===== src/rtl/mem_rr_arbiter.sv =====
// Round-robin memory arbiter: shares one memory slave port between CNT masters.
// Grants rotate fairly, stay locked to one master while the slave stalls, and
// are capped per master by an outstanding-request limit. Responses come back
// in order and are steered to the issuing master through a route queue.
//
// Ports:
//   clk, rst                               clock, synchronous active-high reset
//   master_req_valid/ready/data  [CNT]     requests from the masters
//   master_resp_valid/ready/data [CNT]     responses routed back to the masters
//   slave_req_valid/ready/data             request to the memory slave
//   slave_resp_valid/ready/data            in-order responses from the slave
//   busy                                   a request is in flight or granted-but-unfired
//
// state  | meaning
// S_IDLE | arbitrate among eligible masters every cycle
// S_HOLD | slave stalled a grant; selection frozen to gnt_q until it fires
module mem_rr_arbiter #(
  parameter int CNT             = 3,
  parameter int QUEUE_DEPTH     = 4,
  parameter int MAX_OUTSTANDING = 2,
  parameter int REQ_W           = 32,
  parameter int RESP_W          = 32
) (
  input  logic                       clk,
  input  logic                       rst,
  input  logic [CNT-1:0]             master_req_valid,
  output logic [CNT-1:0]             master_req_ready,
  input  logic [CNT-1:0][REQ_W-1:0]  master_req_data,
  output logic [CNT-1:0]             master_resp_valid,
  input  logic [CNT-1:0]             master_resp_ready,
  output logic [CNT-1:0][RESP_W-1:0] master_resp_data,
  output logic                       slave_req_valid,
  input  logic                       slave_req_ready,
  output logic [REQ_W-1:0]           slave_req_data,
  input  logic                       slave_resp_valid,
  output logic                       slave_resp_ready,
  input  logic [RESP_W-1:0]          slave_resp_data,
  output logic                       busy
);

  localparam int IDX_W = $clog2(CNT);
  localparam int CW    = $clog2(MAX_OUTSTANDING + 1);
  localparam int PTR_W = (QUEUE_DEPTH > 1) ? $clog2(QUEUE_DEPTH) : 1;
  localparam int QC_W  = $clog2(QUEUE_DEPTH + 1);

  localparam logic [CW-1:0]    MAX_C    = CW'(MAX_OUTSTANDING);
  localparam logic [QC_W-1:0]  DEPTH_C  = QC_W'(QUEUE_DEPTH);
  localparam logic [PTR_W-1:0] PTR_LAST = PTR_W'(QUEUE_DEPTH - 1);

  typedef enum logic {S_IDLE, S_HOLD} state_t;

  state_t           state_q, state_d;
  logic [IDX_W-1:0] last_q, gnt_q, gnt_d;
  logic [CW-1:0]    cnt_q [CNT];
  logic [IDX_W-1:0] q_mem [QUEUE_DEPTH];
  logic [PTR_W-1:0] wr_ptr, rd_ptr;
  logic [QC_W-1:0]  q_count;

  logic             q_full, q_empty;
  logic [CNT-1:0]   eligible;
  logic             pick_found;
  logic [IDX_W-1:0] pick_idx;
  logic             sel_valid;
  logic [IDX_W-1:0] sel_idx;
  logic             req_fire, resp_fire, have_head;
  logic [IDX_W-1:0] head_idx;
  logic [CNT-1:0]   cnt_inc, cnt_dec;

  function automatic logic [PTR_W-1:0] ptr_next(input logic [PTR_W-1:0] p);
    return (p == PTR_LAST) ? '0 : p + 1'b1;
  endfunction

  always_comb begin
    q_full  = (q_count == DEPTH_C);
    q_empty = (q_count == '0);
    for (int i = 0; i < CNT; i++) begin
      eligible[i] = master_req_valid[i] && (cnt_q[i] < MAX_C) && !q_full;
    end
  end

  // Rotating priority: scan last+1, last+2, ... wrapping at CNT.
  always_comb begin
    int               cand;
    logic [IDX_W-1:0] cidx;
    pick_found = 1'b0;
    pick_idx   = '0;
    cand       = 0;
    cidx       = '0;
    for (int k = 1; k <= CNT; k++) begin
      cand = int'(last_q) + k;
      if (cand >= CNT) cand = cand - CNT;
      cidx = IDX_W'(cand);
      if (!pick_found && eligible[cidx]) begin
        pick_found = 1'b1;
        pick_idx   = cidx;
      end
    end
  end

  always_comb begin
    sel_valid = pick_found;
    sel_idx   = pick_idx;
    if (state_q == S_HOLD) begin
      sel_valid = 1'b1;
      sel_idx   = gnt_q;
    end
    if (rst) sel_valid = 1'b0;
  end

  assign slave_req_valid = sel_valid;
  assign slave_req_data  = master_req_data[sel_idx];
  assign req_fire        = sel_valid && slave_req_ready;

  // With an empty queue the route entry falls through from the request being
  // fired this cycle, so a zero-latency slave response can be routed at once.
  assign have_head        = !rst && (!q_empty || req_fire);
  assign head_idx         = q_empty ? sel_idx : q_mem[rd_ptr];
  assign slave_resp_ready = have_head && master_resp_ready[head_idx];
  assign resp_fire        = slave_resp_valid && slave_resp_ready;
  assign busy             = !rst && ((state_q == S_HOLD) || !q_empty);

  always_comb begin
    for (int i = 0; i < CNT; i++) begin
      master_req_ready[i]  = req_fire && (sel_idx == IDX_W'(i));
      master_resp_valid[i] = slave_resp_valid && have_head && (head_idx == IDX_W'(i));
      master_resp_data[i]  = slave_resp_data;
      cnt_inc[i]           = req_fire && (sel_idx == IDX_W'(i));
      cnt_dec[i]           = resp_fire && (head_idx == IDX_W'(i));
    end
  end

  always_comb begin
    state_d = state_q;
    gnt_d   = gnt_q;
    case (state_q)
      S_IDLE: begin
        if (pick_found && !slave_req_ready) begin
          state_d = S_HOLD;
          gnt_d   = pick_idx;
        end
      end
      S_HOLD: begin
        if (slave_req_ready) state_d = S_IDLE;
      end
      default: state_d = S_IDLE;
    endcase
  end

  always_ff @(posedge clk) begin
    if (rst) begin
      state_q <= S_IDLE;
      gnt_q   <= '0;
      last_q  <= IDX_W'(CNT - 1);
      wr_ptr  <= '0;
      rd_ptr  <= '0;
      q_count <= '0;
      for (int i = 0; i < CNT; i++) cnt_q[i] <= '0;
      for (int j = 0; j < QUEUE_DEPTH; j++) q_mem[j] <= '0;
    end else begin
      state_q <= state_d;
      gnt_q   <= gnt_d;
      if (req_fire) last_q <= sel_idx;

      // Empty queue with request and response in the same cycle: the entry
      // bypasses storage entirely.
      if (req_fire && !(q_empty && resp_fire)) begin
        q_mem[wr_ptr] <= sel_idx;
        wr_ptr        <= ptr_next(wr_ptr);
      end
      if (resp_fire && !q_empty) rd_ptr <= ptr_next(rd_ptr);

      if (req_fire && !resp_fire)      q_count <= q_count + 1'b1;
      else if (resp_fire && !req_fire) q_count <= q_count - 1'b1;

      for (int i = 0; i < CNT; i++) begin
        if (cnt_inc[i] && !cnt_dec[i])      cnt_q[i] <= cnt_q[i] + 1'b1;
        else if (cnt_dec[i] && !cnt_inc[i]) cnt_q[i] <= cnt_q[i] - 1'b1;
      end
    end
  end

endmodule


===== config.mk =====
export PLATFORM = sky130hd
export DESIGN_NAME = mem_rr_arbiter
export DESIGN_NICKNAME = d
export VERILOG_FILES = /design/src/rtl/mem_rr_arbiter.sv
export SDC_FILE = /design/constraint.sdc
export NUM_CORES = 1
export LEC_CHECK = 0
export CORE_AREA = 2 2 106 108
export DETAILED_ROUTE_END_ITERATION = 6
export DIE_AREA = 0 0 108 110
export GPL_TIMING_DRIVEN = 0
export HOLD_SLACK_MARGIN = 0.03
export PLACE_DENSITY = 0.78
export SETUP_SLACK_MARGIN = 0.4
export SLEW_MARGIN = 15
export SYNTH_ARGS = -nofsm -noshare
export SYNTH_HDL_FRONTEND = slang
export SYNTH_SLANG_ARGS = --single-unit

===== constraint.sdc =====
create_clock -name clk -period 5.1 [get_ports clk]
set_clock_uncertainty 0.05 [all_clocks]
set_input_delay 1.02 -clock clk [delete_from_list [all_inputs] [get_ports clk]]
set_output_delay 1.02 -clock clk [all_outputs]
set_load 0.03 [all_outputs]

After elaboration in Yosys (flattened, before gate mapping)
Memory sizes are Yosys's and may differ from the RTL's. A register that Yosys moved wholly into a read port is not among the register bits.
Cells that the tools add are included.
{"block": "classes", "n_lt_le_gt_ge": 11, "n_eq_ne": 7, "reduce_logical": 58, "add_sub_neg": 16, "muxes": 67, "bitwise_logic": 7}
{"op": "32-bit binary-select mux with 2-bit select", "count": 1}
{"op": "2-bit two-way mux", "count": 20}
{"op": "1-bit two-way mux", "count": 38}
{"op": "1-bit logical AND", "count": 35}
{"op": "32-bit two-way mux", "count": 1}
{"op": "1-bit zero test", "count": 15}
{"op": "2-bit by 3-bit < comparator with 1-bit output, second input constant", "count": 5}
{"op": "2-bit by 1-bit adder with 2-bit output, second input constant", "count": 5}
{"op": "3-bit by 2-bit >= comparator with 1-bit output, second input constant", "count": 3}
{"op": "1-bit binary-select mux with 2-bit select", "count": 4}
{"op": "2-bit == test, second input constant", "count": 4}
{"op": "2-bit by 2-bit adder with 3-bit output, second input constant", "count": 2}
{"op": "2-bit < comparator, second input constant", "count": 3}
{"op": "3-bit two-way mux", "count": 2}
{"op": "1-bit bitwise OR", "count": 6}
{"op": "2-bit by 1-bit subtractor with 2-bit output, second input constant", "count": 3}
{"op": "2-bit subtractor, second input constant", "count": 3}
{"op": "2-bit by 1-bit == test with 1-bit output, second input constant", "count": 2}
{"op": "2-bit zero test", "count": 2}
{"op": "2-bit by 1-bit adder with 3-bit output, second input constant", "count": 1}
{"op": "3-bit by 1-bit adder with 3-bit output, second input constant", "count": 1}
{"op": "3-bit == test, second input constant", "count": 1}
{"op": "3-bit zero test", "count": 1}
{"op": "3-bit by 1-bit subtractor with 3-bit output, second input constant", "count": 1}
{"op": "other kinds (6)", "count": 7}
{"block": "totals", "output_inout_bits": 137, "memories": 2, "ff_bits": 12, "mem_bits_rw": 14, "elab_cells": 174, "input_bits": 138}
{"name": "q_mem", "words": 4, "word_bits": 2, "read_ports": 1, "rd_ports_with_merged_regs": 1, "write_ports": 4, "line_no": "55", "text": "logic [IDX_W-1:0] q_mem [QUEUE_DEPTH];"}
{"name": "cnt_q", "words": 3, "word_bits": 2, "read_ports": 3, "rd_ports_with_merged_regs": 0, "write_ports": 3, "line_no": "54", "text": "logic [CW-1:0] cnt_q [CNT];"}

Depth between registers and ports, before layout
{"block": "logic_depth", "word_depth": 27, "ltp_mapped": 17}

Worst setup path after synthesis
OpenSTA, ideal clock, no wires.
{"block": "synth_timing", "path_type": "input-to-output", "from": "input port master_req_valid[0]", "to": "output port slave_resp_ready", "path_stages": 8, "setup_slack_ns": 0.346, "required_ns": 4.030, "n_path_buf": 1, "t_arrival_ns": 3.684, "path_cell_list": "nand2b_1 > o2111ai_2 > or3_4 > and3_4 > buf_6 > o211a_4 > mux2i_4 > a2111oi_0"}
{"block": "synth_between", "elab_chain_len": 17, "elab_cells_between_ends": 28, "cone_classes": "mux: 18; reduce/logical: 10"}
{"item": "start: declaration", "line_no": "26", "text": "input logic [CNT-1:0] master_req_valid,"}
{"item": "1-bit logical AND * (2 in a row)", "line_no": "77", "text": "eligible[i] = master_req_valid[i] && (cnt_q[i] < MAX_C) && !q_full;"}
{"item": "branches (longest 14 deep; another with 1-bit binary-select mux with 2-bit select)"}
{"item": "1-bit logical AND *", "line_no": "118", "text": "assign slave_resp_ready = have_head && master_resp_ready[head_idx];"}
{"item": "end: declaration", "line_no": "36", "text": "output logic slave_resp_ready,"}
Every way passes the cells marked *. The select of a mux whose other input is x is not followed.

Worst setup path in the final report
{"block": "layout_timing", "from": "input port master_req_valid[1]", "to": "output port slave_req_data[7]"}
{"block": "layout_between", "elab_chain_len": 14, "elab_cells_between_ends": 20, "cone_classes": "mux: 14; reduce/logical: 6"}
{"item": "1-bit logical AND * (2 in a row)", "line_no": "77"}
{"item": "1-bit binary-select mux with 2-bit select", "line_no": "93", "text": "if (!pick_found && eligible[cidx]) begin"}
{"item": "1-bit two-way mux (implied by the code)", "line_no": "93"}
{"item": "1-bit two-way mux", "line_no": "93"}
{"item": "1-bit zero test", "line_no": "93"}
{"item": "1-bit logical AND", "line_no": "93"}
{"item": "1-bit two-way mux", "line_no": "93"}
{"item": "1-bit zero test", "line_no": "93"}
{"item": "1-bit logical AND", "line_no": "93"}
{"item": "2-bit two-way mux *", "line_no": "93"}
{"item": "2-bit two-way mux *", "line_no": "103", "text": "if (state_q == S_HOLD) begin"}
{"item": "32-bit binary-select mux with 2-bit select *", "line_no": "111", "text": "assign slave_req_data = master_req_data[sel_idx];"}
{"item": "32-bit two-way mux (implied by the code) *", "line_no": "111"}
{"item": "end: declaration", "line_no": "34", "text": "output logic [REQ_W-1:0] slave_req_data,"}
Mark *: on every way between the ends. The rest lies on a longest branch, timed or not. The select of a mux whose other input is x is not followed.

==> out/summary.txt <==
Synth Net Count -> 562
outcome -> finished, final reports clean
worst vdd ir -> 0.208 mV
Die ar. -> 11900 sq um
vias in the first global route -> 3621
Synth area leaders -> buf_4 22%, edfxtp_1 12%, mux2i_1 11%, dfxtp_1 8.3%, o21ai_0 6.2%
Yosys top cell by area -> buf_4
share of the synthesized area in the top cell type -> 21.6%
Critical Path RT -> 4.03 ns
Pins Over Slew Limit -> 0
Num CTS Buffers -> 3
Congestion Overflow GR -> 0
post-route ant nets -> 0
gr usage total -> 21.1%
synthesized area -> 3380 sq um
Hold/Removal Path Class -> reg2reg
Post-synth top cells -> 97 x buf_4, 47 x nand2_1, 42 x o21ai_0
M1 GR Usage -> 27.1%
Startpoint Class -> primary input
Cell Pwr Density -> 443 nW/um^2
GP Congestion -> 0.911
I/O Pins -> 275
hold_buf cts -> 0
clock root cell -> clkbuf_8
Syn Area/Cell -> 8.10 sq um
period utilization -> 90.6%
slowest cell delay on critical path -> 0.52 ns
worst-margin pin slew -> 1.03 ns
largest buffer count on any clock path -> 2
crit path time final -> 4.62 ns
final hold vios -> 0
highest clock rate -> 0.216 GHz
initial core utilization -> 31.6%
Synth Flop Type -> edfxtp_1
First-pass DRT Iterations -> 4
most frequent cell after synthesis -> buf_4
via count -> 3791
RSZ-0062 raised after global routing -> yes
CTS tree -> yes
area delta synth->final -> 77.2%
met3 usage in global routing -> 4.29%
CTS sink cnt -> 28
dpl hpwl -> 11700 microns
share of cells above drive strength 1 -> 26.0%
Cells after Synth -> 417
DR DRC count -> 0
DRT Wirelength -> 13500 microns
Rows -> 38
placed cell count -> 798
antenna violations before repair -> 0
worst path cell trace -> clkdlybuf4s50_1, nand4b_1, or2_1, or3_4, and3_4, buf_6, buf_2, mux2i_1, o21ai_0, buf_4
flop and latch count out of synthesis -> 28
CP max-delay cell -> clkdlybuf4s50_1
final net count -> 811
I/O Buffers -> 241
antenna fix cells -> 0
Die Y -> 110 microns
Clock transition at path regs -> 0.10 ns
hold path depth -> 1
count of different cell masters after synthesis -> 66
wire per inst -> 16.7 microns
final std cells w/o fill -> 805
Core Region -> 10700 sq um
Async S/R FF share, synth -> 0%
M2 GR Usage -> 37.7%
Post-synth EDFFs -> 14
via/cell ratio -> 4.71
Setup-failing EPs final -> 0
H-tree Lvls -> 1
Slew HR -> 30.5%
Seq/Total Area, Yosys -> 20.7%
clk_lat worst skew -> 0.28 ns
critical path endpoint category -> output pin
WS Path Type -> in2out
Max Cap Viol -> 0
Most Crowded Layer GR -> met2
global-route wire length before repair -> 19500 microns
Worst EP arrival -> 3.55 ns
fin util -> 56.0%
Synthesis Warnings -> 0
Die Wd -> 108 microns
Register-to-Register Path Depth -> 18
Worst Path Max Fanout -> 10
largest net degree at the start of global routing -> 17
P_leak -> 2.68 nW
1st-iter DRT viols -> 167
power by group:
part	switching (mW)	internal [mW]
combinational	1.29	0.818
sequential	0.0721	0.310
clock	0.0770	0.0856
total	1.44	1.21
cell usage in the layout, fill, tap and decap left out, types with 6 or more instances in the layout:
cell type	netlist	final
a21oi_1	9	9
mux2i_1	36	36
nor3_1	7	7
nand3_1	6	6
buf_2	2	18
clkbuf_1	11	7
ha_1	6	6
nor2_1	25	24
o21ai_0	42	37
buf_4	97	101
clkdlybuf4s50_1	0	203
dfxtp_1	14	14
nand2_1	47	47
clkbuf_2	0	16
inv_1	9	9
edfxtp_1	14	14
worst max-delay path: cells and delay by family:
| kind | cells | cell delay, ns |
|---|---|---|
| buf+inv | 4 | 1.14 |
| simple gates | 4 | 0.94 |
| compound gates | 1 | 0.28 |
| mux | 1 | 0.16 |
kinds of logic (layout without fill, tap and decap cells):
family,after synthesis,count (layout),share of synthesized area (%)
simple gates,127,127,19.1
buf+inv,122,370,24.6
compound gates,82,82,16.3
mux,42,42,14.0
flops,28,28,20.7
xor+xnor,9,9,2.33
fa+ha+maj,7,7,2.81
worst paths after layout:
path	startpoint	slack, ns	to
max reg2reg	last_q[0]$_SDFFE_PP0P_	0.91	q_count[2]$_SDFFE_PP0P_
min	last_q[1]$_SDFFE_PP1P_	0.49	last_q[1]$_SDFFE_PP1P_
min reg2reg	last_q[1]$_SDFFE_PP1P_	0.49	last_q[1]$_SDFFE_PP1P_
max	master_req_valid[1]	0.48	slave_req_data[7]
sequential cells by signal (all words and copies together), names as in the netlist, named ones only:
register / cells
last_q: 2
gnt_q: 2
wr_ptr: 2
rd_ptr: 2
q_count: 3
state_q: 1
cnt_q: 6
q_mem: 8
per-layer routing:
layer,vias to the layer above,wire length [microns]
met1,1792,5610
met3,11,930
met5,-,0
met2,133,6860
li1,1855,-
met4,0,67
area by class of cell:
type	instances	area, sq um
timing repair buffer	244	2300
inverter	9	33.8
clock buffer	4	66.3
sequential	28	701
buffer	113	808
tap	140	175
fill	1000	4710
multi-input combinational	267	1900
per-stage QoR:
stage / power [mW] / hold slack, ns / area (sq um) / TNS (ns) / worst slack, ns
final: 2.65 / 0.486 / 5990 / 0 / 0.477
after global routing: 2.81 / 0.518 / 5990 / 0 / 0.362
after CTS: 2.63 / 0.487 / 6050 / 0 / 0.326
after detailed placement: 2.52 / 0.463 / 5970 / -8.84 / -0.367
after global placement: 2.47 / 0.431 / 5970 / -7.78 / -0.333
after floorplan: 1.74 / 0.408 / 3380 / 0 / 0.733
repair_timing:
action                                 CTS  global route
gates resized for setup                125            66
buffers inserted                         0             3
setup endpoints to repair               38            34
endpoints found under the hold margin    0             0
pin swaps                                0             1
Power figures use the tool's default switching activity.
==> variant (same flow settings) <==
Change the parameter `QUEUE_DEPTH` from 4 to 8.
--- a/src/rtl/mem_rr_arbiter.sv
+++ b/src/rtl/mem_rr_arbiter.sv
@@ -16,7 +16,7 @@
 // S_HOLD | slave stalled a grant; selection frozen to gnt_q until it fires
 module mem_rr_arbiter #(
   parameter int CNT             = 3,
-  parameter int QUEUE_DEPTH     = 4,
+  parameter int QUEUE_DEPTH     = 8,
   parameter int MAX_OUTSTANDING = 2,
   parameter int REQ_W           = 32,
   parameter int RESP_W          = 32
Formal check against the unedited RTL: no difference found for any inputs over 4 cycles, from zero or initial values and one cycle with rst high; that may be too few to reach the edited logic, so the function may still have changed.
==> variant against the original RTL <==
Non-clock buffer count up 10. Wire length rose by 9.1%. Synthesized area up 19%. Total power fell by 0.22%. Worst setup slack lost 3.4 ps. Critical path depth did not move. Sequential cell count grew 12. Final area up 13%. Combinational power is 9% lower. Largest cell class unchanged. Largest power group unchanged. Highest routed layer unchanged.
==> variant: results (changes against the original RTL) <==
placed_design:
  place.gp.congestion: 0.825  # -9.5%
  post-place-ws_ps: -603  # -236 ps
  hpwl_um: 12400  # +5.9%
  port_buffers: 242  # +0.41%
worst_setup_path:
  crit_path_max_fanout: 8  # -2
  cp.arrival_ps: 3560  # about the same
  slowest_delay_ps: 500  # -20 ps
  r2r-end: "q_count[3]$_SDFFE_PP0P_"
  rrSetupSlack_ps: 970  # +60 ps
cts:
  clock_latency_ps: 300  # +20 ps
  cts_buffers: 5  # +2
  cts.clk_slew.worst_paths_ps: 80  # -20 ps
route:
  wl_met2_um: 7700  # +12%
  drt_iter0_drc: 224  # +34%
  wl_met3_um: 1390  # +49%
  via_per_inst: 4.86  # +3.3%
  wl_met1_um: 5410  # -3.6%
  wl_um: 14700  # +9.1%
  vias: 4212  # +11%
pwr:
  leakagePower_nw: 2.98  # +11%
  p_seq_w: 0.000468  # +23%
  sw_frac_of_total: 0.489  # -0.0532
  comb_power_share: 0.724  # -0.071
  vdd_ir_drop_max_mv: 0.257  # +23%
logic_synthesis:
  synth-edff-count: 22  # +8
  syn_nets: 620  # +10%
  synthMuxAreaShare: 0.137  # -0.00266
  yosys-top-cells-area: "buf_4 18%, edfxtp_1 16%, mux2i_1 9.7%, dfxtp_1 9.0%, o21ai_0 5.9%"
  synth-xor-area-share: 0.0196  # -0.00371
  ys_types: 60  # -9.1%
  yosysSeqAreaShare: 0.254  # +0.0467
  synthAdderAreaFrac: 0.0361  # +0.00798
  synthTopCellsByCount: "96 x buf_4, 51 x nand2_1, 47 x o21ai_0, 39 x mux2i_1, 27 x nor2_1"
  synth_compound_area_frac: 0.138  # -0.0257
  syn_area_per_cell_um2: 8.53  # +5.3%
grt:
  grt_usage: 0.234  # +0.0233
  grt_start_max_net_pins: 13  # -4
  grt_pass1_vias: 4339  # +20%
  grt_pass1_wl_um: 21500  # +11%
timing:
  holdWs_ps: 458  # -27.3 ps
worst_hold_path:
  hold_start: "gnt_q[1]$_SDFFE_PP0P_"
  hold_depth: 2  # +1
outcome:
  status: "completed"
finish:
  final_nets: 874  # +7.8%
  drive_above_1_share: 0.251  # -0.00946
  reg_top3: "q_mem (16), cnt_q (6), q_count (4)"
variant: cell count changes in the layout (fill, tap and decap cells not counted), moves of 6 or more:
cell and change:
o21bai_1 +8, nor3_1 +14, edfxtp_1 +8, o21ai_0 +7
clkdlybuf4s15_2 +9, clkbuf_8 +6, clkbuf_2 -11
variant: worst max path at each step:
stage,start,to,slack (ps),cells after the start
6_report,master_req_valid[0],slave_resp_ready,470,10
5_1_grt,master_req_valid[0],master_req_ready[2],390,7
4_1_cts,master_req_valid[1],master_req_ready[0],190,7
3_5_place_dp,master_req_valid[1],slave_req_data[27],-600,12
3_3_place_gp,master_req_valid[1],slave_req_data[26],-550,12
2_1_floorplan,master_req_valid[1],slave_req_data[10],910,6
variant: stage by stage:
| step | area [um2] | power, W |
|---|---|---|
| after floorplan | 4020 | 0.00171 |
| after global placement | 6620 | 0.00235 |
| after detailed placement | 6620 | 0.00239 |
| after CTS | 6770 | 0.00264 |
| after global routing | 6780 | 0.00282 |
| final | 6780 | 0.00265 |
variant: area by class of cell:
class | count | share of cell area
flip-flops and latches | 40 | 0.151
multi-input cells | 301 | 0.313
inverters | 10 | 0.00554
clock buffers | 6 | 0.0107
repair buffers | 247 | 0.354
well taps | 140 | 0.0258
plain buffers | 120 | 0.135
clock inverters | 2 | 0.00517
variant: worst max-delay path, delay by kind of cell:
family                 cells  cell delay (ps)
buffers and inverters      3              880
AOI/OAI and AO/OA          2              450
and+or+nand+nor            4              910
muxes                      1              300
variant: timing repair:
| action | CTS | global route |
|---|---|---|
| setup endpoints to repair | 40 | 37 |
| pin swaps | 1 | 2 |
| buffers inserted | 5 | 0 |
| resized for setup | 178 | 14 |
| endpoints found under the hold margin | 0 | 0 |
